## config.mk

```make
export PLATFORM = sky130hd
export DESIGN_NAME = cic_decim_ctrl
export DESIGN_NICKNAME = d
export VERILOG_FILES = /design/src/rtl/cic_decim_ctrl.sv
export SDC_FILE = /design/constraint.sdc
export NUM_CORES = 1
export LEC_CHECK = 0
export ABC_AREA = 1
export ABC_CLOCK_PERIOD_IN_PS = 2300
export BUFFER_PORTS_ARGS = -buffer_cell sky130_fd_sc_hd__buf_2
export CAP_MARGIN = 0
export CORE_MARGIN = 2
export CORE_UTILIZATION = 30
export CTS_CLUSTER_DIAMETER = 30
export DETAILED_ROUTE_END_ITERATION = 10
export SETUP_SLACK_MARGIN = 0.3
export SLEW_MARGIN = 10
export SYNTH_ARGS = -nofsm -noshare
export SYNTH_HDL_FRONTEND = slang
export SYNTH_SLANG_ARGS = --single-unit
```

## constraint.sdc

```tcl
create_clock -name clk -period 2.3 [get_ports clk]
set_input_delay 0 -clock clk [delete_from_list [all_inputs] [get_ports clk]]
set_output_delay 0 -clock clk [all_outputs]
set_load 0.02 [all_outputs]
```

## src/rtl/cic_decim_ctrl.sv

```systemverilog
// cic_decim_ctrl: sequencing controller for an N-stage CIC decimator.
// It flushes the integrators, gates integrator updates, counts input samples
// to pulse the comb chain once every R samples, and handshakes the decimated
// output while tracking overflow and overrun.
// Optional feature macro: CIC_DECIM_CTRL_OVR_CNT_EN adds an 8-bit saturating
// overrun event counter on port ovr_cnt.
module cic_decim_ctrl #(
  parameter int N         = 3,
  parameter int CNT_WIDTH = 8
) (
  input  logic                 clk,
  input  logic                 rstn,
  input  logic                 start,
  input  logic                 stop,
  input  logic [CNT_WIDTH-1:0] ratio,
  input  logic                 in_valid,
  input  logic [N-1:0]         ovf_in,
  input  logic                 out_ready,
  output logic                 int_clr,
  output logic                 int_en,
  output logic                 comb_en,
  output logic                 out_valid,
  output logic                 busy,
  output logic                 ovf_sticky,
  output logic                 ovr_sticky
`ifdef CIC_DECIM_CTRL_OVR_CNT_EN
  ,
  output logic [7:0]           ovr_cnt
`endif
);

  localparam int FW = (N > 1) ? $clog2(N) : 1;

  typedef enum logic [1:0] {
    IDLE  = 2'd0,
    FLUSH = 2'd1,
    RUN   = 2'd2,
    DRAIN = 2'd3
  } state_t;

  state_t               state_reg, state_next;
  logic [FW-1:0]        flush_cnt_reg, flush_cnt_next;
  logic [CNT_WIDTH-1:0] phase_reg, phase_next;
  logic [CNT_WIDTH-1:0] ratio_reg, ratio_next;
  logic                 comb_reg, comb_next;
  logic                 out_valid_reg, out_valid_next;
  logic                 ovf_reg, ovf_next;
  logic                 ovr_reg, ovr_next;
  logic                 overrun;

  // A comb pulse landing on an unconsumed sample overwrites it.
  assign overrun = comb_reg && out_valid_reg && !out_ready;

  // Next-state and next-value logic for the FSM and its datapath registers.
  always_comb begin
    state_next     = state_reg;
    flush_cnt_next = flush_cnt_reg;
    phase_next     = phase_reg;
    ratio_next     = ratio_reg;
    comb_next      = 1'b0;
    out_valid_next = comb_reg | (out_valid_reg & ~out_ready);
    ovf_next       = ovf_reg;
    ovr_next       = ovr_reg | overrun;

    case (state_reg)
      IDLE: begin
        if (start) begin
          state_next     = FLUSH;
          flush_cnt_next = '0;
          phase_next     = '0;
          ratio_next     = (ratio == '0) ? CNT_WIDTH'(1) : ratio;
          ovf_next       = 1'b0;
          ovr_next       = 1'b0;
        end
      end
      FLUSH: begin
        if (flush_cnt_reg == FW'(N - 1)) begin
          state_next = RUN;
        end else begin
          flush_cnt_next = flush_cnt_reg + FW'(1);
        end
      end
      RUN: begin
        if (|ovf_in) begin
          ovf_next = 1'b1;
        end
        if (in_valid) begin
          if (phase_reg == ratio_reg - CNT_WIDTH'(1)) begin
            phase_next = '0;
            comb_next  = 1'b1;
          end else begin
            phase_next = phase_reg + CNT_WIDTH'(1);
          end
        end
        // The sample taken alongside stop still counts; any partial phase is dropped.
        if (stop) begin
          state_next = DRAIN;
          phase_next = '0;
        end
      end
      DRAIN: begin
        // Wait for a comb pulse issued on the stop cycle to become a sample too.
        if (!out_valid_reg && !comb_reg) begin
          state_next = IDLE;
        end
      end
      default: state_next = IDLE;
    endcase
  end

  // State and datapath registers with asynchronous active-low reset.
  always_ff @(posedge clk or negedge rstn) begin
    if (!rstn) begin
      state_reg     <= IDLE;
      flush_cnt_reg <= '0;
      phase_reg     <= '0;
      ratio_reg     <= CNT_WIDTH'(1);
      comb_reg      <= 1'b0;
      out_valid_reg <= 1'b0;
      ovf_reg       <= 1'b0;
      ovr_reg       <= 1'b0;
    end else begin
      state_reg     <= state_next;
      flush_cnt_reg <= flush_cnt_next;
      phase_reg     <= phase_next;
      ratio_reg     <= ratio_next;
      comb_reg      <= comb_next;
      out_valid_reg <= out_valid_next;
      ovf_reg       <= ovf_next;
      ovr_reg       <= ovr_next;
    end
  end

`ifdef CIC_DECIM_CTRL_OVR_CNT_EN
  logic [7:0] ovr_cnt_reg;

  // Saturating count of overrun events, cleared on each accepted start.
  always_ff @(posedge clk or negedge rstn) begin
    if (!rstn) begin
      ovr_cnt_reg <= '0;
    end else if (state_reg == IDLE && start) begin
      ovr_cnt_reg <= '0;
    end else if (overrun && ovr_cnt_reg != 8'hFF) begin
      ovr_cnt_reg <= ovr_cnt_reg + 8'd1;
    end
  end

  assign ovr_cnt = ovr_cnt_reg;
`endif

  assign int_clr    = (state_reg == FLUSH);
  assign int_en     = (state_reg == RUN) && in_valid;
  assign busy       = (state_reg != IDLE);
  assign comb_en    = comb_reg;
  assign out_valid  = out_valid_reg;
  assign ovf_sticky = ovf_reg;
  assign ovr_sticky = ovr_reg;

endmodule
```

# [After elaboration in Yosys (flattened, before gate mapping)]
# Cells that the tools add are included.
# W data, S select, Z words.
[totals] register_bits=24 input_bits=17
[classes] reduce_logical=18 add_sub_neg=3 eq_ne=12 mux=22 bitwise_logic=4
[ops] cell="$mux W8" n=5
[ops] cell="$pmux W8 S2" n=1
[ops] cell="$mux W2" n=6
[ops] cell="$ne A2 B2 Y1 const B" n=5
[ops] cell="$reduce_and A3 Y1" n=3
[ops] cell="$add A8 B1 Y8 const B" n=1
[ops] cell="$eq A8 B8 Y1" n=1
[ops] cell="$logic_not A8 Y1" n=1
[ops] cell="$pmux W2 S4" n=1
[ops] cell="$sub A8 B1 Y8 const B" n=1
[ops] cell="$mux W1" n=7
[ops] cell="$eq A2 B2 Y1 const B" n=3
[ops] cell="$reduce_bool A2 Y1" n=3
[ops] cell="$logic_and A1 B1 Y1" n=4
[ops] cell="$pmux W2 S2" n=1
[ops] cell="$reduce_and A4 Y1" n=1
[ops] cell="$logic_not A1 Y1" n=3
[ops] cell="$ne A3 B3 Y1 const B" n=1
[ops] cell="$reduce_or A3 Y1" n=1
[ops] cell="$add A2 B1 Y2 const B" n=1
[ops] cell="$eq A2 B1 Y1 const B" n=1
[ops] cell="$logic_not A2 Y1" n=1
[ops] cell="$ne A2 B1 Y1 const B" n=1
[ops] cell="$or A1 B1 Y1" n=2
[ops] cell="other kinds (4)" n=4

# [Logic depth before layout (Yosys ltp)]
# Gate-level depths: netlist (run 1).
[logic_depth] ltp_word=6 depth_mapped=11 mapped_depth_nobuf=11

# [Worst setup path before layout (run 1)]
# Ideal clock, no wire load.
[synth_path] kind="reg2reg" from="reg ratio_reg[0]" to="reg phase_reg[0]" setup_slack_ps=652 path_stages_with_launch=10 t_required_ps=2183 setup_time_ps=117 synth_period_minus_slack_ps=1648 arrival_time_ps=1532 cell_sequence="dfstp_2 > inv_2 > ha_1 > or2_1 > nand3_1 > nand2_1 > nor2_2 > nand3_4 > nand2_1 > nand2_1"
[synth_via] elab_chain_cells=6
[synth_lines] element="start: declaration" line_no="44" source="logic [CNT_WIDTH-1:0] ratio_reg, ratio_next;"
[synth_lines] element="start signal: assignment" line_no="126" source="ratio_reg <= ratio_next;"
[synth_lines] element="$sub A8 B1 Y8" line_no="88" source="if (phase_reg == ratio_reg - CNT_WIDTH'(1)) begin"
[synth_lines] element="$eq A8 B8 Y1" line_no="88"
[synth_lines] element="$mux W8" line_no="88"
[synth_lines] element="$mux W8" line_no="87" source="if (in_valid) begin"
[synth_lines] element="$mux W8" line_no="96" source="if (stop) begin"
[synth_lines] element="$pmux W8 S2" line_no="65" source="case (state_reg)"
[synth_lines] element="end signal: assignment" line_no="125" source="phase_reg <= phase_next;"
[synth_lines] element="end: declaration" line_no="43" source="logic [CNT_WIDTH-1:0] phase_reg, phase_next;"
# Every way passes these cells. The select of a mux whose other input is x is not followed.
# A chain may end at the register's enable or synchronous reset.

# [Final worst setup path (run 1)]
[layout_path] from="reg ratio_reg[0]" to="reg phase_reg[3]"
# Same word-level chain as after synthesis.

==> reports/qor.yml, run 1 <==
sta:
  tightest_slew_ns: 0.6559
  final-setup-viol-count: 0
  post-route-period-util_pct: 78.34
  rsz0062_at_grt: "no"
  fin_skew_ns: 0.001979
  max_freq_ghz: 0.5550
  finalHoldViolCount: 0
  slew_headroom_pct: 56.01
  finalWorstSetupSlack_ns: 0.4981
  finalWorstPathRequiredPeriod_ns: 1.802
  drv_slew: 0
  fin_setup_tns_ns: 0
clock_tree:
  clk_pin_slew_ns: 0.09
  clk_latency_ns: 0.27
  cts.sinks: 24
  clockBufferDepth: 2
  numCtsBuffers: 3
  cts_tree: "yes"
  post_cts_buffers: 0
  cts_root_buf: "clkbuf_8"
  h-tree-depth: 1
floorplan:
  die_y_um: 76.49
  start_util_pct: 31.07
  fp.dieW_um: 76.49
  num_rows: 26
  io_pins: 24
  coreArea_um2: 5075
  die-area_um2: 5851
synth:
  yosys_warnings: 0
  synthTopCellsByArea: "dfrtp_1 37%, nand2_1 18%, ha_1 6.3%"
  yosysTopAreaCell: "dfrtp_1"
  netlist_area_um2: 1577
  yosysSeqAreaShare_pct: 38.17
  synth.distinct_cells: 31
  synth_top_cell_area_share_pct: 36.51
  synth_edf_count: 0
  synthArstFlopShare_pct: 100.0
  synth_cells: 219
  synth_flop_cell: "dfrtp_1"
  postSynthAreaPerCell_um2: 7.199
  synth-seq-cells: 24
  syn-num-nets: 244
grt:
  antenna_found_initial: 0
  grt_max_degree: 25
  use_met2_pct: 22.04
  track_usage_pct: 12.74
  use_met1_pct: 15.87
  top_usage_layer: "met2"
  overflow: 0
  grtUsageMet3_pct: 1.422
  grt_pass1_vias: 1403
  grt_pass1_wl_um: 6065
worst_hold_path:
  holdCritStartpoint: "in_valid"
  hold_class: "primary input to flip-flop"
  min_path_cells: 3
job:
  maxCapViolCount: 0
worst_setup_path:
  startpoint: "ratio_reg[0]$_DFFE_PN1P_"
  max_stage_delay_ns: 0.56
  r2r_cells: 9
  cp_num_buf_inv: 1
  cp_slowest_cell: "dfstp_2"
  worstSetupPathType: "flip-flop to flip-flop"
  path_common_cell: "nand2_1"
  reg2reg_from: "ratio_reg[0]$_DFFE_PN1P_"
  cp-end-kind: "flip-flop"
  crit_family: "simple AND/OR/NAND/NOR gates"
  required_ns: 2.47
  cp.depth: 9
  critPathLaunchType: "flip-flop"
  path_cells: "inv_2 > ha_1 > or2_1 > nand3_1 > nand2_1 > nor2_2 > nand3_4 > nand2_1 > nand2_1"
  arrival_ns: 1.97
  crit_fanout: 9
cells_and_area:
  syn_to_final_growth_pct: 21.51
  fin_util_pct: 37.75
  drive_above_1_share_pct: 17.79
  instances_no_fill: 323
  layout.nets: 279
  diodes: 0
detailed_routing:
  drtAntennaViolNets: 0
  num_vias: 1451
  drc: 0
  wirelength_um: 3377
  viasPerCell: 4.492
  drtIter0Drc: 52
  first_pass_iters: 4
  wl_per_cell_um: 10.46
power:
  powerDensity_nw_per_um2: 997.1
  leakage_nw: 0.9709
  ir_drop_uv: 479.5
place:
  place_hpwl_um: 2554
  port_buffers: 23
  place.gp.congestion: 0.7966
  dp.cells: 310
  dpl_worst_slack_ns: 0.5127
outcome:
  status: "finished clean"
==> power breakdown <==
part | internal, W | switching, W
sequential | 0.000546 | 0.000122
combinational | 0.000344 | 0.000604
clock | 0.000153 | 0.000141
==> per-layer routing <==
metal | part of all wire, % | vias up
li1 | - | 762
met5 | 0 | -
met4 | 1.9 | 0
met3 | 3.4 | 5
met2 | 48 | 26
met1 | 47 | 658
==> cell families after synthesis <==
family | count (synthesis) | share of synthesized area (%)
and+or+nand+nor | 128 | 36.19
buffers and inverters | 29 | 6.984
DFF | 24 | 38.17
AOI/OAI and AO/OA | 22 | 7.857
xor gates and xnor gates | 8 | 4.444
adders and majority gates | 8 | 6.349
==> stage by stage <==
stage / cell area [um^2] / hold WS, ns / power [W]
4_1_cts: 1916 / 0.03053 / 0.001936
3_3_place_gp: 1770 / 0.02747 / 0.001609
5_1_grt: 1916 / 0.04146 / 0.002107
6_report: 1916 / 0.03587 / 0.001910
2_1_floorplan: 1577 / -0.2956 / 0.001396
3_5_place_dp: 1770 / 0.02665 / 0.001622
==> final cells by class <==
cell class                 instances  area, um^2
multi-input combinational        166       864.6
tap                               70       87.58
timing repair buffer              32       205.2
fill                             550        3159
inverter                          27       101.3
clock buffer                       4       55.05
sequential                        24       601.8
==> cell usage after synthesis (2+ instances only) <==
master / number
ha_1: 8
nand2_1: 74
nor4_1: 2
nand2_2: 2
inv_1: 22
nor3_1: 5
nand3_1: 11
nor2_2: 3
nor2_1: 22
xor2_1: 4
o21ai_0: 13
a21oi_1: 5
inv_2: 5
xnor2_1: 4
dfrtp_1: 23
==> cells in the final DEF, fill, tap and decap left out, types with 8 or more instances in the layout <==
cell / netlist / routed
dlygate4sd3_1: 0 / 9
inv_1: 22 / 22
nand3_1: 11 / 11
dfrtp_1: 23 / 23
nor2_1: 22 / 22
o21ai_0: 13 / 13
buf_2: 1 / 23
ha_1: 8 / 8
nand2_1: 74 / 74
==> path summary, 6_finish.rpt <==
check                                                end  slack, ns
worst max-delay path            phase_reg[3]$_DFFE_PN0P_       0.50
worst min-delay path                   comb_en$_DFF_PN0_       0.04
worst max register to register  phase_reg[3]$_DFFE_PN0P_       0.50
worst min register to register      ovr_sticky$_DFF_PN0_       0.49
max in group asynchronous       ratio_reg[0]$_DFFE_PN1P_       1.70
min in group asynchronous       state_reg[1]$_DFFE_PN0P_       0.23
==> tightest hold or removal path, stage by stage <==
cell,delay [ns]
buf_2,0.12
nand2_1,0.10
nor2_2,0.05
==> timing repair <==
action / CTS / global route
setup endpoints to repair: 0 / 0
hold buffers: 9 / 0
hold endpoints to repair: 31 / 0
resized for setup: 0 / 0
No activity file was read; power rests on OpenSTA's default activity.
==> run 2, diff against run 1 <==
- ABC_CLOCK_PERIOD_IN_PS: 2300 -> 1800
- clock period: 2.3 -> 1.8 ns (I/O delays scaled with it)
==> run 2 against run 1 <==
Cell count increased by 2.5%. Critical path type unchanged. Sequential share of layout area decreased by 2.5 points. Largest cell class unchanged. Utilization increased by 3.2 points.
==> reports/qor.yml, run 2 (synthesized netlist as in run 1, its figures left out) <==
place:
  place_hpwl_um: 2582
  port_buffers: 23
  dpl_worst_slack_ns: 0.06603
  place.gp.congestion: 0.7844
job:
  maxCapViolCount: 0
worst_hold_path:
  hold_class: "primary input to flip-flop"
cells_and_area:
  layout.nets: 287
  fin_util_pct: 40.98
  syn_to_final_growth_pct: 31.90
  diodes: 0
  layout_common_cells: "70 x nand2_1, 23 x dfrtp_1, 23 x buf_2, 20 x nor2_1, 16 x inv_1"
  final_common_cell: "nand2_1"
  fill_cells: 557
  drive_above_1_share_pct: 26.44
sta:
  finalHoldViolCount: 0
  fin_setup_tns_ns: 0
  post-route-period-util_pct: 96.14
  drv_slew: 0
  rsz0062_at_grt: "yes"
  finalWorstSetupSlack_ns: 0.06950
  tightest_slew_ns: 0.5461
  max_freq_ghz: 0.5779
  final-setup-viol-count: 0
  slew_headroom_pct: 63.59
  hold_slack_ns: 0.03374
  finalWorstPathRequiredPeriod_ns: 1.730
  fin_skew_ns: 0.001023
power:
  powerDensity_nw_per_um2: 1426
  ir_drop_uv: 826.2
  leakage_nw: 1.011
  finalPower_w: 0.002965
floorplan:
  die-area_um2: 5851
  start_util_pct: 31.07
  coreArea_um2: 5075
  num_rows: 26
  io_pins: 24
  fp.dieW_um: 76.49
  die_y_um: 76.49
worst_setup_path:
  critPathLaunchType: "flip-flop"
  worstSetupPathType: "flip-flop to flip-flop"
  crit_fanout: 5
  arrival_ns: 1.90
  required_ns: 1.97
  rrSetupSlack_ns: 0.07
  cp-end-kind: "flip-flop"
outcome:
  status: "finished clean"
detailed_routing:
  drc: 0
  first_pass_iters: 4
  drtAntennaViolNets: 0
  viasPerCell: 4.556
  drtIter0Drc: 87
  num_vias: 1508
  wl_per_cell_um: 11.28
  wirelength_um: 3733
clock_tree:
  clk_latency_ns: 0.27
  clockBufferDepth: 2
  numCtsBuffers: 3
  cts.sinks: 24
  clk_pin_slew_ns: 0.09
  h-tree-depth: 1
  cts_tree: "yes"
  cts_root_buf: "clkbuf_8"
grt:
  track_usage_pct: 13.04
  grt_pass1_vias: 1443
  grt_max_degree: 25
  antenna_found_initial: 0
  overflow: 0
  grt_pass1_wl_um: 6265
## run 2: cell count changes in the layout (fill, tap and decap cells not counted), sizes merged
cell	previous run	this run
clkbuf	4	3
nand3	13	14
buf	23	30
bufinv	0	1
## run 2: power by group
| part | switching (W) | total, W | internal, W | leakage (nW) |
|---|---|---|---|---|
| Sequential | 0.000171 | 0.000868 | 0.000698 | 0.312 |
| Combinational | 0.000958 | 0.00161 | 0.000653 | 0.663 |
| Clock | 0.000188 | 0.000486 | 0.000297 | 0.0357 |
| Total | 0.00132 | 0.00296 | 0.00165 | 1.01 |
## run 2: metrics by stage
step / area, um^2 / instances
finish: 2079 / 331
global route: 2079 / 331
CTS: 2017 / 330
detailed placement: 1800 / 312
global placement: 1800 / 312
floorplan: 1592 / 219
## run 2: path summary, 6_finish.rpt
check                                         startpoint                  endpoint  cells after the start
min in group asynchronous                           rstn  state_reg[1]$_DFFE_PN0P_                      2
max in group asynchronous                           rstn  ratio_reg[0]$_DFFE_PN1P_                      2
worst max-delay path            ratio_reg[0]$_DFFE_PN1P_  phase_reg[5]$_DFFE_PN0P_                     11
worst min register to register      ovr_sticky$_DFF_PN0_      ovr_sticky$_DFF_PN0_                      2
worst max register to register  ratio_reg[0]$_DFFE_PN1P_  phase_reg[5]$_DFFE_PN0P_                     11
worst min-delay path                           out_ready      ovr_sticky$_DFF_PN0_                      4
## run 2: final cells by class
class                   instances  area (um^2)  area share [%]
well taps                      70        87.58           4.212
clock buffers                   3        41.29           1.986
repair buffers                 39        265.3           12.76
clock inverters                 1        30.03           1.444
multi-input cells             167        947.2           45.55
flip-flops and latches         24        601.8           28.94
inverters                      27        106.4           5.114
## run 2: critical path, stage by stage, from the launching register on
cell and delay [ns]:
dfstp_2 0.56, inv_4 0.04, ha_4 0.25, inv_2 0.02
nand2_1 0.04, nand2_1 0.04, nor2_1 0.10, nand3_1 0.13
nor2_4 0.17, nand3_4 0.13, nand2_1 0.08, nand2_1 0.04
## run 2: per-layer routing
metal,share of wire [%],track usage [%],wire (um),vias to the layer above
li1,-,-,-,779
met1,46,16.17,1725,699
met2,50,23.01,1863,28
met3,3.2,3.081,120,2
met4,0.62,2.727,23,0
met5,0,0,0,-
## run 2: timing repair
item                                   4_1_cts  5_1_grt
resized for setup                            5       19
gates cloned                                 1        0
endpoints found under the hold margin       31        0
pin swaps                                   14        4
setup endpoints to repair                   16       21
setup buffers                                4        1
hold buffers                                 9        0
==> run 3, diff against run 2 <==
- ABC_CLOCK_PERIOD_IN_PS: 1800 -> 2200
- CORE_ASPECT_RATIO: not set -> 0.8
- clock period: 1.8 -> 2.2 ns (I/O delays scaled with it)
==> run 3 against run 2 <==
Clock-buffer cell count increased by 1. Design area fell by 5.8%. Largest power group unchanged. Clock power is 36% lower. Global-route usage grew 0.068 points. Register-to-register slack better by 0.31 ns. First-iteration DRC count increased by 2.3%. Sequential share of layout area grew 1.8 points. Setup slack improved by 0.31 ns. Wire length decreased by 3.9%. Cell count fell by 4.5%.
==> reports/qor.yml, run 3 (synthesized netlist as in run 1, its figures left out) <==
outcome:
  status: "finished clean"
cells_and_area:
  layout_common_cells: "71 x nand2_1, 23 x dfrtp_1, 23 x buf_2, 22 x inv_1, 22 x nor2_1"
  fill_cells: 500
  layout.nets: 280
  diodes: 0
  syn_to_final_growth_pct: 24.21
  final_common_cell: "nand2_1"
  multi_input_area_um2: 914.6
  drive_above_1_share_pct: 19.69
  seq_area_um2: 601.8
worst_setup_path:
  path_cells: "inv_4 > ha_4 > inv_1 > nand2_1 > nand2_1 > nor2_1 > nand3_1 > nor2_4 > nand3_4 > nand2_1 > nand2_1"
  cp_slowest_cell: "dfstp_2"
  path_common_cell: "nand2_1"
  required_ns: 2.37
  cp_num_buf_inv: 2
  crit_fanout: 7
  arrival_ns: 1.99
  critPathLaunchType: "flip-flop"
  startpoint: "ratio_reg[0]$_DFFE_PN1P_"
  rrSetupSlack_ns: 0.38
  worstSetupPathType: "flip-flop to flip-flop"
  cp-end-kind: "flip-flop"
  r2r_cells: 11
  reg2reg_from: "ratio_reg[0]$_DFFE_PN1P_"
  crit_family: "simple AND/OR/NAND/NOR gates"
  cp.depth: 11
  max_stage_delay_ns: 0.58
power:
  powerDensity_nw_per_um2: 1081
  leakage_nw: 0.9729
  ir_drop_uv: 658.1
  finalPower_w: 0.002117
grt:
  grt_max_degree: 25
  overflow: 0
  grt_pass1_wl_um: 6099
  antenna_found_initial: 0
  grt_pass1_vias: 1356
  track_usage_pct: 13.11
worst_hold_path:
  hold_class: "primary input to flip-flop"
  holdCritStartpoint: "out_ready"
  min_path_cells: 4
sta:
  finalWorstPathRequiredPeriod_ns: 1.817
  rsz0062_at_grt: "yes"
  post-route-period-util_pct: 82.58
  fin_skew_ns: 0.002758
  drv_slew: 0
  fin_setup_tns_ns: 0
  final-setup-viol-count: 0
  max_freq_ghz: 0.5504
  tightest_slew_ns: 0.6552
  slew_headroom_pct: 56.05
  finalHoldViolCount: 0
place:
  place.gp.congestion: 0.8972
  place_hpwl_um: 2555
  port_buffers: 23
clock_tree:
  cts_root_buf: "clkbuf_8"
  cts.sinks: 24
  clk_pin_slew_ns: 0.09
  cts_tree: "yes"
  clockBufferDepth: 2
  numCtsBuffers: 3
  h-tree-depth: 1
  clk_latency_ns: 0.27
  post_cts_buffers: 0
floorplan:
  io_pins: 24
  die_y_um: 68.84
  coreArea_um2: 5036
  fp.dieW_um: 85.05
  start_util_pct: 31.30
  num_rows: 23
  die-area_um2: 5855
detailed_routing:
  viasPerCell: 4.532
  drc: 0
  num_vias: 1432
  drtAntennaViolNets: 0
  wirelength_um: 3589
  first_pass_iters: 4
  wl_per_cell_um: 11.36
  drtIter0Drc: 89
job:
  maxCapViolCount: 0
## run 3: final cells by class
| type | count | area share, % |
|---|---|---|
| tap | 62 | 3.962 |
| multi-input combinational | 167 | 46.71 |
| inverter | 27 | 5.304 |
| sequential | 24 | 30.73 |
| clock buffer | 4 | 2.811 |
| timing repair buffer | 32 | 10.48 |
## run 3: repair_timing
action                     CTS  global route
hold buffers                 9             0
hold endpoints to repair    31             0
setup endpoints to repair    0             8
gates resized for setup      0             8
## run 3: worst paths after layout
| check | end |
|---|---|
| max | phase_reg[7]$_DFFE_PN0P_ |
| min | ovr_sticky$_DFF_PN0_ |
| max reg2reg | phase_reg[7]$_DFFE_PN0P_ |
| min reg2reg | ovr_sticky$_DFF_PN0_ |
| max in group asynchronous | flush_cnt_reg[1]$_DFFE_PN0P_ |
| min in group asynchronous | ratio_reg[1]$_DFFE_PN0P_ |
## run 3: report_power, final
part           internal, W  leakage [nW]  switching, W
logic             0.000391         0.632      0.000704
clock network     0.000160        0.0288      0.000153
registers         0.000571         0.312      0.000138
## run 3: metrics by stage
stage                     hold WS [ns]  utilization, %  cell area, um^2  instances  worst slack, ns
after floorplan                -0.2956               -             1577        219           0.5518
after global placement         0.03004           34.96             1760        302           0.4189
after detailed placement       0.02773           34.96             1760        302           0.3904
after CTS                      0.02670           37.84             1906        315           0.3608
after global routing           0.04054           38.88             1958        316           0.2858
final                          0.03628           38.88             1958        316           0.3832
## run 3: worst reg2reg max path: cells and delay by family (launching register included)
kind / cells / cell delay (ns)
buffers and inverters: 2 / 0.09
flip-flops: 1 / 0.58
adder cells (fa/ha/maj): 1 / 0.26
AND/OR/NAND/NOR: 8 / 0.79
## run 3: per-layer routing
layer	track usage, %	vias up	part of all wire [%]
met3	3.333	2	4.6
met1	18.62	639	54
met5	0	-	0
met2	20.70	29	41
li1	-	762	-
met4	1.786	0	0.50
